## src/rtl/arm_dec_pkg.sv

```systemverilog
`default_nettype none
// ============================================================================
// Module   : arm_dec_pkg
// Purpose  : Shared definitions for the A64 decode stage: opcode match
//            constants, field widths, the ALU operation encoding and the
//            decoded bundle carried by the id_stage pipeline register.
// Ports    : none (package)
// Revision : 1.0  initial release
// ============================================================================
package arm_dec_pkg;

  localparam int INSTR_W   = 32;
  localparam int REG_IDX_W = 5;
  localparam int IMM_W     = 64;

  // Opcode match values, compared against the leading bits of the word.
  localparam logic [10:0] OPC_ADD_R = 11'b10001011000;
  localparam logic [10:0] OPC_SUB_R = 11'b11001011000;
  localparam logic [10:0] OPC_AND_R = 11'b10001010000;
  localparam logic [10:0] OPC_ORR_R = 11'b10101010000;
  localparam logic [9:0]  OPC_ADD_I = 10'b1001000100;
  localparam logic [9:0]  OPC_SUB_I = 10'b1101000100;
  localparam logic [10:0] OPC_LDUR  = 11'b11111000010;
  localparam logic [10:0] OPC_STUR  = 11'b11111000000;
  localparam logic [7:0]  OPC_CBZ   = 8'b10110100;
  localparam logic [5:0]  OPC_B     = 6'b000101;

  typedef enum logic [2:0] {
    ALU_ADD   = 3'd0,
    ALU_SUB   = 3'd1,
    ALU_AND   = 3'd2,
    ALU_ORR   = 3'd3,
    ALU_PASSB = 3'd4
  } alu_op_e;

  typedef struct packed {
    logic [REG_IDX_W-1:0] rs1;
    logic [REG_IDX_W-1:0] rs2;
    logic [REG_IDX_W-1:0] rd;
    logic [IMM_W-1:0]     imm;
    alu_op_e              alu_op;
    logic                 reg_write;
    logic                 mem_read;
    logic                 mem_write;
    logic                 alu_src_imm;
    logic                 cond_branch;
    logic                 uncond_branch;
    logic                 illegal;
  } dec_bundle_t;

  // Bundle for an unsupported word: every index, flag and the ALU op are 0.
  function automatic dec_bundle_t illegal_bundle();
    dec_bundle_t b;
    b         = '0;
    b.illegal = 1'b1;
    return b;
  endfunction

endpackage
`default_nettype wire

```

## src/rtl/id_stage_if.sv

```systemverilog
`default_nettype none
// ============================================================================
// Module   : id_stage_if
// Purpose  : Fetch-side and execute-side handshake plus decoded bundle of the
//            decode stage.
// Ports    : master = environment (drives in_*, flush, out_ready)
//            slave  = id_stage    (drives in_ready, out_* and bundle fields)
// Revision : 1.0  initial release
// ============================================================================
interface id_stage_if #(
  parameter int PC_W = 64
);
  logic            in_valid;
  logic            in_ready;
  logic [31:0]     in_instr;
  logic [PC_W-1:0] in_pc;
  logic            flush;
  logic            out_valid;
  logic            out_ready;
  logic [PC_W-1:0] out_pc;
  logic [4:0]      rd_addr_1;
  logic [4:0]      rd_addr_2;
  logic [4:0]      wr_addr;
  logic [63:0]     imm;
  logic [2:0]      alu_op;
  logic            reg_write;
  logic            mem_read;
  logic            mem_write;
  logic            alu_src_imm;
  logic            cond_branch;
  logic            uncond_branch;
  logic            illegal;

  modport master (
    output in_valid, in_instr, in_pc, flush, out_ready,
    input  in_ready, out_valid, out_pc, rd_addr_1, rd_addr_2, wr_addr, imm,
           alu_op, reg_write, mem_read, mem_write, alu_src_imm, cond_branch,
           uncond_branch, illegal
  );

  modport slave (
    input  in_valid, in_instr, in_pc, flush, out_ready,
    output in_ready, out_valid, out_pc, rd_addr_1, rd_addr_2, wr_addr, imm,
           alu_op, reg_write, mem_read, mem_write, alu_src_imm, cond_branch,
           uncond_branch, illegal
  );
endinterface
`default_nettype wire

```

## src/rtl/id_decoder.sv

```systemverilog
`default_nettype none
// ============================================================================
// Module   : id_decoder
// Purpose  : Purely combinational A64 subset decoder, 32-bit word to
//            dec_bundle_t.
// Ports    : instr_i  - instruction word
//            dec_o    - decoded indices, immediate, ALU op and flags
// Revision : 1.0  initial release
// ============================================================================
module id_decoder
  import arm_dec_pkg::*;
(
  input  logic [INSTR_W-1:0] instr_i,
  output dec_bundle_t        dec_o
);

  logic [4:0] f_rd;
  logic [4:0] f_rn;
  logic [4:0] f_rm;

  assign f_rd = instr_i[4:0];
  assign f_rn = instr_i[9:5];
  assign f_rm = instr_i[20:16];

  always_comb begin
    dec_o = '0;
    if ((instr_i[31:21] == OPC_ADD_R || instr_i[31:21] == OPC_SUB_R ||
         instr_i[31:21] == OPC_AND_R || instr_i[31:21] == OPC_ORR_R) &&
        instr_i[15:10] == 6'd0) begin
      // Register forms; shifted operands (imm6 != 0) fall through to illegal.
      dec_o.rs1       = f_rn;
      dec_o.rs2       = f_rm;
      dec_o.rd        = f_rd;
      dec_o.reg_write = 1'b1;
      case (instr_i[31:21])
        OPC_SUB_R: dec_o.alu_op = ALU_SUB;
        OPC_AND_R: dec_o.alu_op = ALU_AND;
        OPC_ORR_R: dec_o.alu_op = ALU_ORR;
        default:   dec_o.alu_op = ALU_ADD;
      endcase
    end else if (instr_i[31:22] == OPC_ADD_I || instr_i[31:22] == OPC_SUB_I) begin
      dec_o.rs1         = f_rn;
      dec_o.rd          = f_rd;
      dec_o.imm         = {52'd0, instr_i[21:10]};
      dec_o.alu_op      = (instr_i[31:22] == OPC_SUB_I) ? ALU_SUB : ALU_ADD;
      dec_o.alu_src_imm = 1'b1;
      dec_o.reg_write   = 1'b1;
    end else if ((instr_i[31:21] == OPC_LDUR || instr_i[31:21] == OPC_STUR) &&
                 instr_i[11:10] == 2'b00) begin
      dec_o.rs1         = f_rn;
      dec_o.imm         = {{55{instr_i[20]}}, instr_i[20:12]};
      dec_o.alu_op      = ALU_ADD;
      dec_o.alu_src_imm = 1'b1;
      if (instr_i[31:21] == OPC_LDUR) begin
        dec_o.rd        = f_rd;
        dec_o.mem_read  = 1'b1;
        dec_o.reg_write = 1'b1;
      end else begin
        // Store data register travels on the second read port.
        dec_o.rs2       = f_rd;
        dec_o.mem_write = 1'b1;
      end
    end else if (instr_i[31:24] == OPC_CBZ) begin
      // Rt is tested against zero, so it is read on the second port and
      // passed straight through the ALU.
      dec_o.rs2         = f_rd;
      dec_o.imm         = {{43{instr_i[23]}}, instr_i[23:5], 2'b00};
      dec_o.alu_op      = ALU_PASSB;
      dec_o.cond_branch = 1'b1;
    end else if (instr_i[31:26] == OPC_B) begin
      dec_o.imm           = {{36{instr_i[25]}}, instr_i[25:0], 2'b00};
      dec_o.uncond_branch = 1'b1;
    end else begin
      dec_o = illegal_bundle();
    end
  end

endmodule
`default_nettype wire

```

## src/rtl/id_stage.sv

```systemverilog
`default_nettype none
// ============================================================================
// Module   : id_stage
// Purpose  : A64 instruction-decode pipeline stage. Accepts fetched words on
//            a valid/ready handshake, decodes them and holds the result in a
//            single pipeline register feeding reg_file and execute. An
//            unsupported word halts the stage until flush or reset.
// Ports    : clk       - clock, rising edge
//            rst       - synchronous active-high reset
//            stage_if  - id_stage_if.slave: fetch handshake, flush, execute
//                        handshake, register indices, immediate and flags
// Revision : 1.0  initial release
// ============================================================================
module id_stage #(
  parameter int PC_W = 64
) (
  input  logic       clk,
  input  logic       rst,
  id_stage_if.slave  stage_if
);
  import arm_dec_pkg::*;

  typedef enum logic [0:0] {
    ST_RUN  = 1'b0,
    ST_HALT = 1'b1
  } state_e;

  state_e          state_q;
  logic            out_valid_q;
  logic [PC_W-1:0] pc_q;
  dec_bundle_t     dec_q;
  dec_bundle_t     dec_d;
  logic            in_ready_w;
  logic            accept_w;

  id_decoder u_decoder (
    .instr_i (stage_if.in_instr),
    .dec_o   (dec_d)
  );

  // in_ready depends only on state, the held valid and out_ready; never on
  // in_valid. During flush it reads high, but the word is dropped.
  assign in_ready_w = stage_if.flush |
                      ((state_q == ST_RUN) & (~out_valid_q | stage_if.out_ready));
  assign accept_w   = stage_if.in_valid & in_ready_w & ~stage_if.flush;

  always_ff @(posedge clk) begin
    if (rst) begin
      state_q     <= ST_RUN;
      out_valid_q <= 1'b0;
      pc_q        <= '0;
      dec_q       <= '0;
    end else if (stage_if.flush) begin
      // Flush beats both accept and HALT entry.
      state_q     <= ST_RUN;
      out_valid_q <= 1'b0;
    end else if (accept_w) begin
      out_valid_q <= 1'b1;
      pc_q        <= stage_if.in_pc;
      dec_q       <= dec_d;
      if (dec_d.illegal) begin
        state_q <= ST_HALT;
      end
    end else if (stage_if.out_ready) begin
      out_valid_q <= 1'b0;
    end
  end

  assign stage_if.in_ready      = in_ready_w;
  assign stage_if.out_valid     = out_valid_q;
  assign stage_if.out_pc        = pc_q;
  assign stage_if.rd_addr_1     = dec_q.rs1;
  assign stage_if.rd_addr_2     = dec_q.rs2;
  assign stage_if.wr_addr       = dec_q.rd;
  assign stage_if.imm           = dec_q.imm;
  assign stage_if.alu_op        = dec_q.alu_op;
  assign stage_if.reg_write     = dec_q.reg_write;
  assign stage_if.mem_read      = dec_q.mem_read;
  assign stage_if.mem_write     = dec_q.mem_write;
  assign stage_if.alu_src_imm   = dec_q.alu_src_imm;
  assign stage_if.cond_branch   = dec_q.cond_branch;
  assign stage_if.uncond_branch = dec_q.uncond_branch;
  assign stage_if.illegal       = dec_q.illegal;

endmodule
`default_nettype wire

```

## src/flat_wrapper.sv

```systemverilog
// flat-port wrapper written by rule: the top's interface ports become plain ports
module id_stage_flat import arm_dec_pkg::*;
#(
  parameter int PC_W = 64
)
  (clk, rst, stage_if_in_valid, stage_if_in_instr, stage_if_in_pc, stage_if_flush, stage_if_out_ready, stage_if_in_ready, stage_if_out_valid, stage_if_out_pc, stage_if_rd_addr_1, stage_if_rd_addr_2, stage_if_wr_addr, stage_if_imm, stage_if_alu_op, stage_if_reg_write, stage_if_mem_read, stage_if_mem_write, stage_if_alu_src_imm, stage_if_cond_branch, stage_if_uncond_branch, stage_if_illegal);
  id_stage_if #(.PC_W(PC_W)) stage_if_i ();
  input  logic clk;
  input  logic rst;
  input wire logic [$bits(stage_if_i.in_valid)-1:0] stage_if_in_valid;
  input wire logic [$bits(stage_if_i.in_instr)-1:0] stage_if_in_instr;
  input wire logic [$bits(stage_if_i.in_pc)-1:0] stage_if_in_pc;
  input wire logic [$bits(stage_if_i.flush)-1:0] stage_if_flush;
  input wire logic [$bits(stage_if_i.out_ready)-1:0] stage_if_out_ready;
  output wire logic [$bits(stage_if_i.in_ready)-1:0] stage_if_in_ready;
  output wire logic [$bits(stage_if_i.out_valid)-1:0] stage_if_out_valid;
  output wire logic [$bits(stage_if_i.out_pc)-1:0] stage_if_out_pc;
  output wire logic [$bits(stage_if_i.rd_addr_1)-1:0] stage_if_rd_addr_1;
  output wire logic [$bits(stage_if_i.rd_addr_2)-1:0] stage_if_rd_addr_2;
  output wire logic [$bits(stage_if_i.wr_addr)-1:0] stage_if_wr_addr;
  output wire logic [$bits(stage_if_i.imm)-1:0] stage_if_imm;
  output wire logic [$bits(stage_if_i.alu_op)-1:0] stage_if_alu_op;
  output wire logic [$bits(stage_if_i.reg_write)-1:0] stage_if_reg_write;
  output wire logic [$bits(stage_if_i.mem_read)-1:0] stage_if_mem_read;
  output wire logic [$bits(stage_if_i.mem_write)-1:0] stage_if_mem_write;
  output wire logic [$bits(stage_if_i.alu_src_imm)-1:0] stage_if_alu_src_imm;
  output wire logic [$bits(stage_if_i.cond_branch)-1:0] stage_if_cond_branch;
  output wire logic [$bits(stage_if_i.uncond_branch)-1:0] stage_if_uncond_branch;
  output wire logic [$bits(stage_if_i.illegal)-1:0] stage_if_illegal;
  assign stage_if_i.in_valid = stage_if_in_valid;
  assign stage_if_i.in_instr = stage_if_in_instr;
  assign stage_if_i.in_pc = stage_if_in_pc;
  assign stage_if_i.flush = stage_if_flush;
  assign stage_if_i.out_ready = stage_if_out_ready;
  assign stage_if_in_ready = stage_if_i.in_ready;
  assign stage_if_out_valid = stage_if_i.out_valid;
  assign stage_if_out_pc = stage_if_i.out_pc;
  assign stage_if_rd_addr_1 = stage_if_i.rd_addr_1;
  assign stage_if_rd_addr_2 = stage_if_i.rd_addr_2;
  assign stage_if_wr_addr = stage_if_i.wr_addr;
  assign stage_if_imm = stage_if_i.imm;
  assign stage_if_alu_op = stage_if_i.alu_op;
  assign stage_if_reg_write = stage_if_i.reg_write;
  assign stage_if_mem_read = stage_if_i.mem_read;
  assign stage_if_mem_write = stage_if_i.mem_write;
  assign stage_if_alu_src_imm = stage_if_i.alu_src_imm;
  assign stage_if_cond_branch = stage_if_i.cond_branch;
  assign stage_if_uncond_branch = stage_if_i.uncond_branch;
  assign stage_if_illegal = stage_if_i.illegal;
  id_stage #(.PC_W(PC_W)) u_core (.clk(clk), .rst(rst), .stage_if(stage_if_i));
endmodule
```

## config.mk

```make
export PLATFORM = sky130hd
export DESIGN_NAME = id_stage_flat
export DESIGN_NICKNAME = d
export VERILOG_FILES = /design/src/rtl/arm_dec_pkg.sv /design/src/rtl/id_stage_if.sv /design/src/rtl/id_decoder.sv /design/src/rtl/id_stage.sv /design/src/flat_wrapper.sv
export SDC_FILE = /design/constraint.sdc
export NUM_CORES = 1
export LEC_CHECK = 0
export CORE_ASPECT_RATIO = 0.7
export CORE_UTILIZATION = 36
export DETAILED_ROUTE_END_ITERATION = 7
export PLACE_DENSITY = 0.76
export SYNTH_ARGS = -nofsm -noshare
export SYNTH_HDL_FRONTEND = slang
export SYNTH_SLANG_ARGS = --single-unit
export TNS_END_PERCENT = 1
```

## constraint.sdc

```tcl
create_clock -name clk -period 1.77 [get_ports clk]
set_input_delay 0.354 -clock clk [delete_from_list [all_inputs] [get_ports clk]]
set_output_delay 0.354 -clock clk [all_outputs]
set_load 0.05 [all_outputs]
```

# [After elaboration in Yosys (flattened, before gate mapping)]
# Index checks and enable logic that the tools add are counted.
[totals] ff_bits=155 latchBits=0 mem_bits_rw=0 rom_bits=0 input_bits=101 out_inout_bits=155 word_cells=73 mem_count=0
[classes] addsub=0 multipliers=0 n_div=0 n_lt_le_gt_ge=0 n_eq_ne=10 shift=0 mux=27 bitwise=8 n_reduce_logical=13
[op_table] operator="$mux W64" n=2
[op_table] operator="$mux W86" n=1
[op_table] operator="$mux W73" n=1
[op_table] operator="$mux W67" n=1
[op_table] operator="$eq A11 B11 Y1 const B" n=6
[op_table] operator="$mux W5" n=5
[op_table] operator="$eq A10 B10 Y1 const B" n=2
[op_table] operator="$mux W15" n=1
[op_table] operator="$eq A8 B8 Y1 const B" n=1
[op_table] operator="$mux W1" n=8
[op_table] operator="$eq A6 B3 Y1 const B" n=1
[op_table] operator="$logic_not A6 Y1" n=1
[op_table] operator="$mux W2" n=3
[op_table] operator="$mux W3" n=2
[op_table] operator="$mux W6" n=1
[op_table] operator="$pmux W2 S3" n=1
[op_table] operator="$logic_or A1 B1 Y1" n=5
[op_table] operator="$mux W4" n=1
[op_table] operator="$reduce_and A2 Y1" n=2
[op_table] operator="$and A1 B1 Y1" n=3
[op_table] operator="$not A1 Y1" n=3
[op_table] operator="$logic_and A1 B1 Y1" n=2
[op_table] operator="$logic_not A2 Y1" n=1
[op_table] operator="$or A1 B1 Y1" n=2
[op_table] operator="other kinds (2)" n=2

# [Logic depth before layout (Yosys ltp)]
[depth] depth_word=7 ltp_mapped=7 depth_no_buf=5

# [By module]
# From an unflattened synthesis, not the netlist that was laid out.
[hier_totals] hier_cells=925 area_unflattened_um2=8239.2
[by_module_without_submodules] module="id_stage" instances=1 cells_per_inst=744 area_per_inst_um2=7018.0 seq_area_each_um2=3103.0
[by_module_without_submodules] module="id_decoder" instances=1 cells_per_inst=181 area_per_inst_um2=1221.2 seq_area_each_um2=0.0

# [Least setup slack after synthesis]
# Ideal clock, no wire load.
[synth_timing] path_type="flip-flop to flip-flop" from="register u_core.out_valid_q (netlist: u_core.stage_if.out_valid)" to="register u_core.pc_q[41] (netlist: u_core.stage_if.out_pc[41])" arrival_time_ps=1854 required_ps=1699 slack_ps=-154 path_stages_with_launch=7 n_path_buf=2 period_less_slack_ps=1924 cell_sequence="dfxtp_1 -> nor2b_1 -> nor3_2 -> clkbuf_1 -> buf_1 -> nand2_1 -> a21oi_1"
[synth_between] elab_chain_cells=7
[synth_lines] item="from (decl)" line="id_stage.sv:29" text="logic out_valid_q;"
[synth_lines] item="from (signal assigned)" line="id_stage.sv:50" text="out_valid_q <= 1'b0;"
[synth_lines] item="from (signal assigned)" line="id_stage.sv:56" text="out_valid_q <= 1'b0;"
[synth_lines] item="from (signal assigned)" line="id_stage.sv:58" text="out_valid_q <= 1'b1;"
[synth_lines] item="$not A1 Y1" line="id_stage.sv:44" text="((state_q == ST_RUN) & (~out_valid_q | stage_if.out_ready));"
[synth_lines] item="$or A1 B1 Y1" line="id_stage.sv:44"
[synth_lines] item="$and A1 B1 Y1" line="id_stage.sv:44"
[synth_lines] item="$or A1 B1 Y1" line="id_stage.sv:43" text="assign in_ready_w = stage_if.flush |"
[synth_lines] item="$and A1 B1 Y1 (2 in a row)" line="id_stage.sv:45" text="assign accept_w = stage_if.in_valid & in_ready_w & ~stage_if.flush;"
[synth_lines] item="$reduce_and A2 Y1 (no source line)"
[synth_lines] item="to (signal assigned)" line="id_stage.sv:59" text="pc_q <= stage_if.in_pc;"
[synth_lines] item="to (decl)" line="id_stage.sv:30" text="logic [PC_W-1:0] pc_q;"
# No other way between the ends.
# A chain may end at the register's enable or synchronous reset.

# [Worst setup path after layout]
[layout_timing] from="input port stage_if_in_instr[26]" to="register u_core.dec_q, in the netlist u_core.stage_if.rd_addr_1[2]"
[layout_between] elab_chain_cells=6
[layout_lines] item="from (decl)" line="flat_wrapper.sv:11" text="input wire logic [$bits(stage_if_i.in_instr)-1:0] stage_if_in_instr;"
[layout_lines] item="$eq A11 B11 Y1, on equally long branches" line="id_decoder.sv:48, id_decoder.sv:27"
[layout_lines] item="$logic_or A1 B1 Y1, on equally long branches" line="id_decoder.sv:48, id_decoder.sv:27"
[layout_lines] item="$logic_and A1 B1 Y1 / $logic_or A1 B1 Y1 (equally long branches)" line="id_decoder.sv:48, id_decoder.sv:27"
[layout_lines] item="$mux W86 / $logic_or A1 B1 Y1 (equally long branches)" line="id_decoder.sv:48, id_decoder.sv:28"
[layout_lines] item="$mux W5 / $logic_and A1 B1 Y1 (equally long branches)" line="id_decoder.sv:41, id_decoder.sv:28"
[layout_lines] item="$mux W15 (*)" line="id_decoder.sv:27" text="if ((instr_i[31:21] == OPC_ADD_R || instr_i[31:21] == OPC_SUB_R ||"
[layout_lines] item="to (signal assigned)" line="id_stage.sv:52" text="dec_q <= '0;"
[layout_lines] item="to (signal assigned)" line="id_stage.sv:60" text="dec_q <= dec_d;"
[layout_lines] item="to (decl)" line="id_stage.sv:31" text="dec_bundle_t dec_q;"
# Every way passes the cells marked *; elsewhere a longest branch is shown, timed or not.

==> flow_metrics.py <==
metrics = {
    "layout": {
        "design_area_um2": 8960,
        "final_cells": 1063,
        "synthToLayoutAreaGrowth_pct": 77.8,
        "multi_input_area_um2": 2370,
        "nFillCells": 1059,
        "drive_gt1_frac": 0.358,
        "seqCellArea_um2": 2360,
        "layout.nets": 966,
    },
    "critical_path": {
        "critPathMostFrequentCell": "buf_4",
        "path_max_fanout": 5,
        "worstPathArrival_ps": 2100,
        "r2r-end": "u_core.stage_if.imm[9]$_SDFFE_PP0P_",
        "rr_worst_depth": 7,
        "endpoint": "u_core.stage_if.rd_addr_1[2]$_SDFFE_PP0P_",
        "cp_slowest_cell": "clkdlybuf4s15_1",
        "path_buf_inv": 4,
        "crit_type": "primary input to register",
        "cp_top_family": "buffers and inverters",
        "startpoint": "stage_if_in_instr[26]",
        "start_kind": "primary input",
        "crit_cells": 9,
        "cp.required_ps": 2100,
        "r2r_slack_ps": 50,
        "max_stage_delay_ps": 320,
        "cp_cell_sequence": "clkdlybuf4s15_1 -> nor4b_4 -> buf_6 -> nand4b_4 -> buf_4 -> o211ai_4 -> buf_4 -> nand3_1 -> a21oi_2",
        "critPathCaptureType": "register",
        "worstReg2RegStart": "u_core.stage_if.out_valid$_SDFFE_PP0P_",
    },
    "yosys": {
        "async_flop_share": 0,
        "syn_inst": 590,
        "ys_top_cells_by_area": "dfxtp_1 47%, nand2_1 11%, a21oi_1 8.5%",
        "synthFlopType": "dfxtp_1",
        "seq_area_frac_synth": 0.469,
        "syn_area_per_cell_um2": 8.54,
        "yosys_warnings": 0,
        "synth.top_cell.area_share": 0.469,
        "synthMostInstantiatedCell": "nand2_1",
        "ys_top_cells_by_count": "154 x nand2_1, 118 x dfxtp_1, 86 x a21oi_1",
        "yosysTopAreaCell": "dfxtp_1",
        "yosysUniqueCellTypes": 50,
        "synthesis.area_um2": 5040,
        "synth_edf_count": 0,
        "synth_fp_nets": 691,
        "ys_ff_latch": 118,
    },
    "floorplan": {
        "start_util": 0.376,
        "ioPinCount": 256,
        "rows": 35,
        "die-area_um2": 14500,
        "coreArea_um2": 13400,
        "dieWidth_um": 143,
        "die_h_um": 101,
    },
    "timing": {
        "setup_viol_count_final": 0,
        "rsz0062_at_grt": "true",
        "fin_crit_ps": 1770,
        "min_period_over_period": 0.999,
        "max_freq_mhz": 565,
        "clock_skew_ps": 8.22,
        "slew_viol_final": 0,
        "worst_slew_pin_slew_ps": 595,
        "finalHoldViolCount": 0,
        "slew-limit-headroom": 0.604,
    },
    "global_route": {
        "grt_usage": 0.263,
        "grt_max_degree": 86,
        "gr-total-overflow": 0,
        "first_global_vias": 5160,
        "grt_pass1_wl_mm": 28.7,
        "antenna_found_initial": 1,
    },
    "pwr": {
        "p_leak_uw": 0.00384,
        "power_density_nw_per_um2": 867,
        "power_uw": 7770,
        "ir_drop_uv": 684,
    },
    "placed_design": {
        "dp_hpwl_mm": 14.6,
        "dp_cells": 1022,
        "portBuffers": 255,
        "gp_congestion": 0.900,
        "placed_area_um2": 8060,
    },
    "detailed_routing": {
        "via_per_inst": 5.11,
        "vias": 5435,
        "firstDrtPassIters": 6,
        "drt_iter0_drc": 384,
        "drc": 0,
        "antenna_left": 0,
        "wl_per_cell_um": 18.3,
        "postRouteWirelength_mm": 19.4,
    },
    "outcome": {
        "status": "finished, final reports clean",
    },
    "cts": {
        "cts-root-buf": "clkbuf_16",
        "ctsHoldBuffers": 0,
        "cts_tree": "built",
        "clk_pin_slew_ps": 50,
        "clockBufferDepth": 2,
        "clk_latency_ps": 400,
        "numCtsBuffers": 17,
        "clock_sinks": 118,
        "cts-htree-levels": 4,
    },
    "hold_path": {
        "hold_path_depth": 2,
        "hold_class": "primary input to register",
    },
    "job": {
        "drv_cap": 0,
    },
}
[metal layers]
metal	wire, µm	GRT usage	vias up
li1	-	-	2580
met1	8460	0.350	2568
met2	8940	0.412	252
met3	1600	0.0679	35
met4	401	0.0900	0
met5	0	0	-
[layout make-up]
cell class / count / share of cell area
Sequential cell: 118 / 0.264
Clock buffer: 17 / 0.0475
Tap cell: 185 / 0.0258
Inverter: 3 / 0.00126
Antenna cell: 1 / 0.000279
Timing Repair Buffer: 334 / 0.372
Multi-Input combinational cell: 391 / 0.264
Clock inverter: 14 / 0.0249
[power breakdown]
part,internal [µW],total (µW),switching [µW],leakage (µW)
Sequential,2750,2800,47.4,0.000960
Clock,2510,3790,1280,0.000311
Combinational,475,1180,709,0.00257
Total,5730,7770,2040,0.00384
[per-stage QoR]
step	hold WS (ps)	util	TNS (ps)	worst slack, ps
global route	327	0.669	-421	-55.0
CTS	313	0.657	-29.2	-29.2
detailed placement	447	0.601	-55180	-716
global placement	442	0.601	-52490	-699
finish	337	0.669	0	1.31
floorplan	419	-	-3310	-45.1
[registers in the layout (all words and copies together), names as in the netlist]
name,count
u_core.stage_if.alu_op,2
u_core.stage_if.alu_src_imm,1
u_core.stage_if.cond_branch,1
u_core.stage_if.illegal,1
u_core.stage_if.imm,28
u_core.stage_if.mem_read,1
u_core.stage_if.mem_write,1
u_core.stage_if.out_pc,64
u_core.stage_if.out_valid,1
u_core.stage_if.rd_addr_1,5
u_core.stage_if.rd_addr_2,5
u_core.stage_if.reg_write,1
u_core.stage_if.uncond_branch,1
u_core.stage_if.wr_addr,5
u_core.state_q,1
[placed cells by master, fill, tap and decap left out, types with 3 or more instances in the layout]
cell type / n
a21oi_1: 83
o22ai_1: 6
inv_6: 4
a21oi_2: 3
nand2_1: 154
a21o_1: 7
o21ai_0: 10
a221oi_1: 9
nand3_1: 8
clkbuf_16: 17
nor2_1: 18
dfxtp_1: 116
bufinv_16: 5
clkdlybuf4s50_1: 79
a221o_1: 10
o31ai_2: 6
buf_12: 43
dlygate4sd2_1: 15
o211ai_1: 5
inv_1: 3
buf_6: 7
a221oi_2: 3
buf_4: 182
nor3_1: 5
dlymetal6s2s_1: 4
a22o_1: 16
[kinds of logic (layout without fill, tap and decap cells)]
group / count (synthesis) / count (layout) / share of synthesized area
simple gates: 218 / 218 / 0.202
compound gates: 173 / 173 / 0.237
flops: 118 / 118 / 0.469
buf+inv: 81 / 368 / 0.0933
other cells: 0 / 1 / 0
[worst min-delay path by stage]
stage	from	end	slack, ps
floorplan	stage_if_flush	u_core.state_q$_SDFFE_PP0P_	420
global placement	u_core.stage_if.out_pc[56]$_SDFFE_PP0P_	u_core.stage_if.out_pc[56]$_SDFFE_PP0P_	440
detailed placement	u_core.stage_if.uncond_branch$_SDFFE_PP0P_	u_core.stage_if.uncond_branch$_SDFFE_PP0P_	450
CTS	stage_if_flush	u_core.stage_if.out_valid$_SDFFE_PP0P_	310
global route	stage_if_flush	u_core.stage_if.out_valid$_SDFFE_PP0P_	330
finish	stage_if_flush	u_core.stage_if.out_valid$_SDFFE_PP0P_	340
[timing repair]
item	in CTS	in global routing
buffers inserted	3	6
resized for setup	37	24
setup endpoints to repair	109	76
pin swaps	7	10
Power figures use the tool's default switching activity.
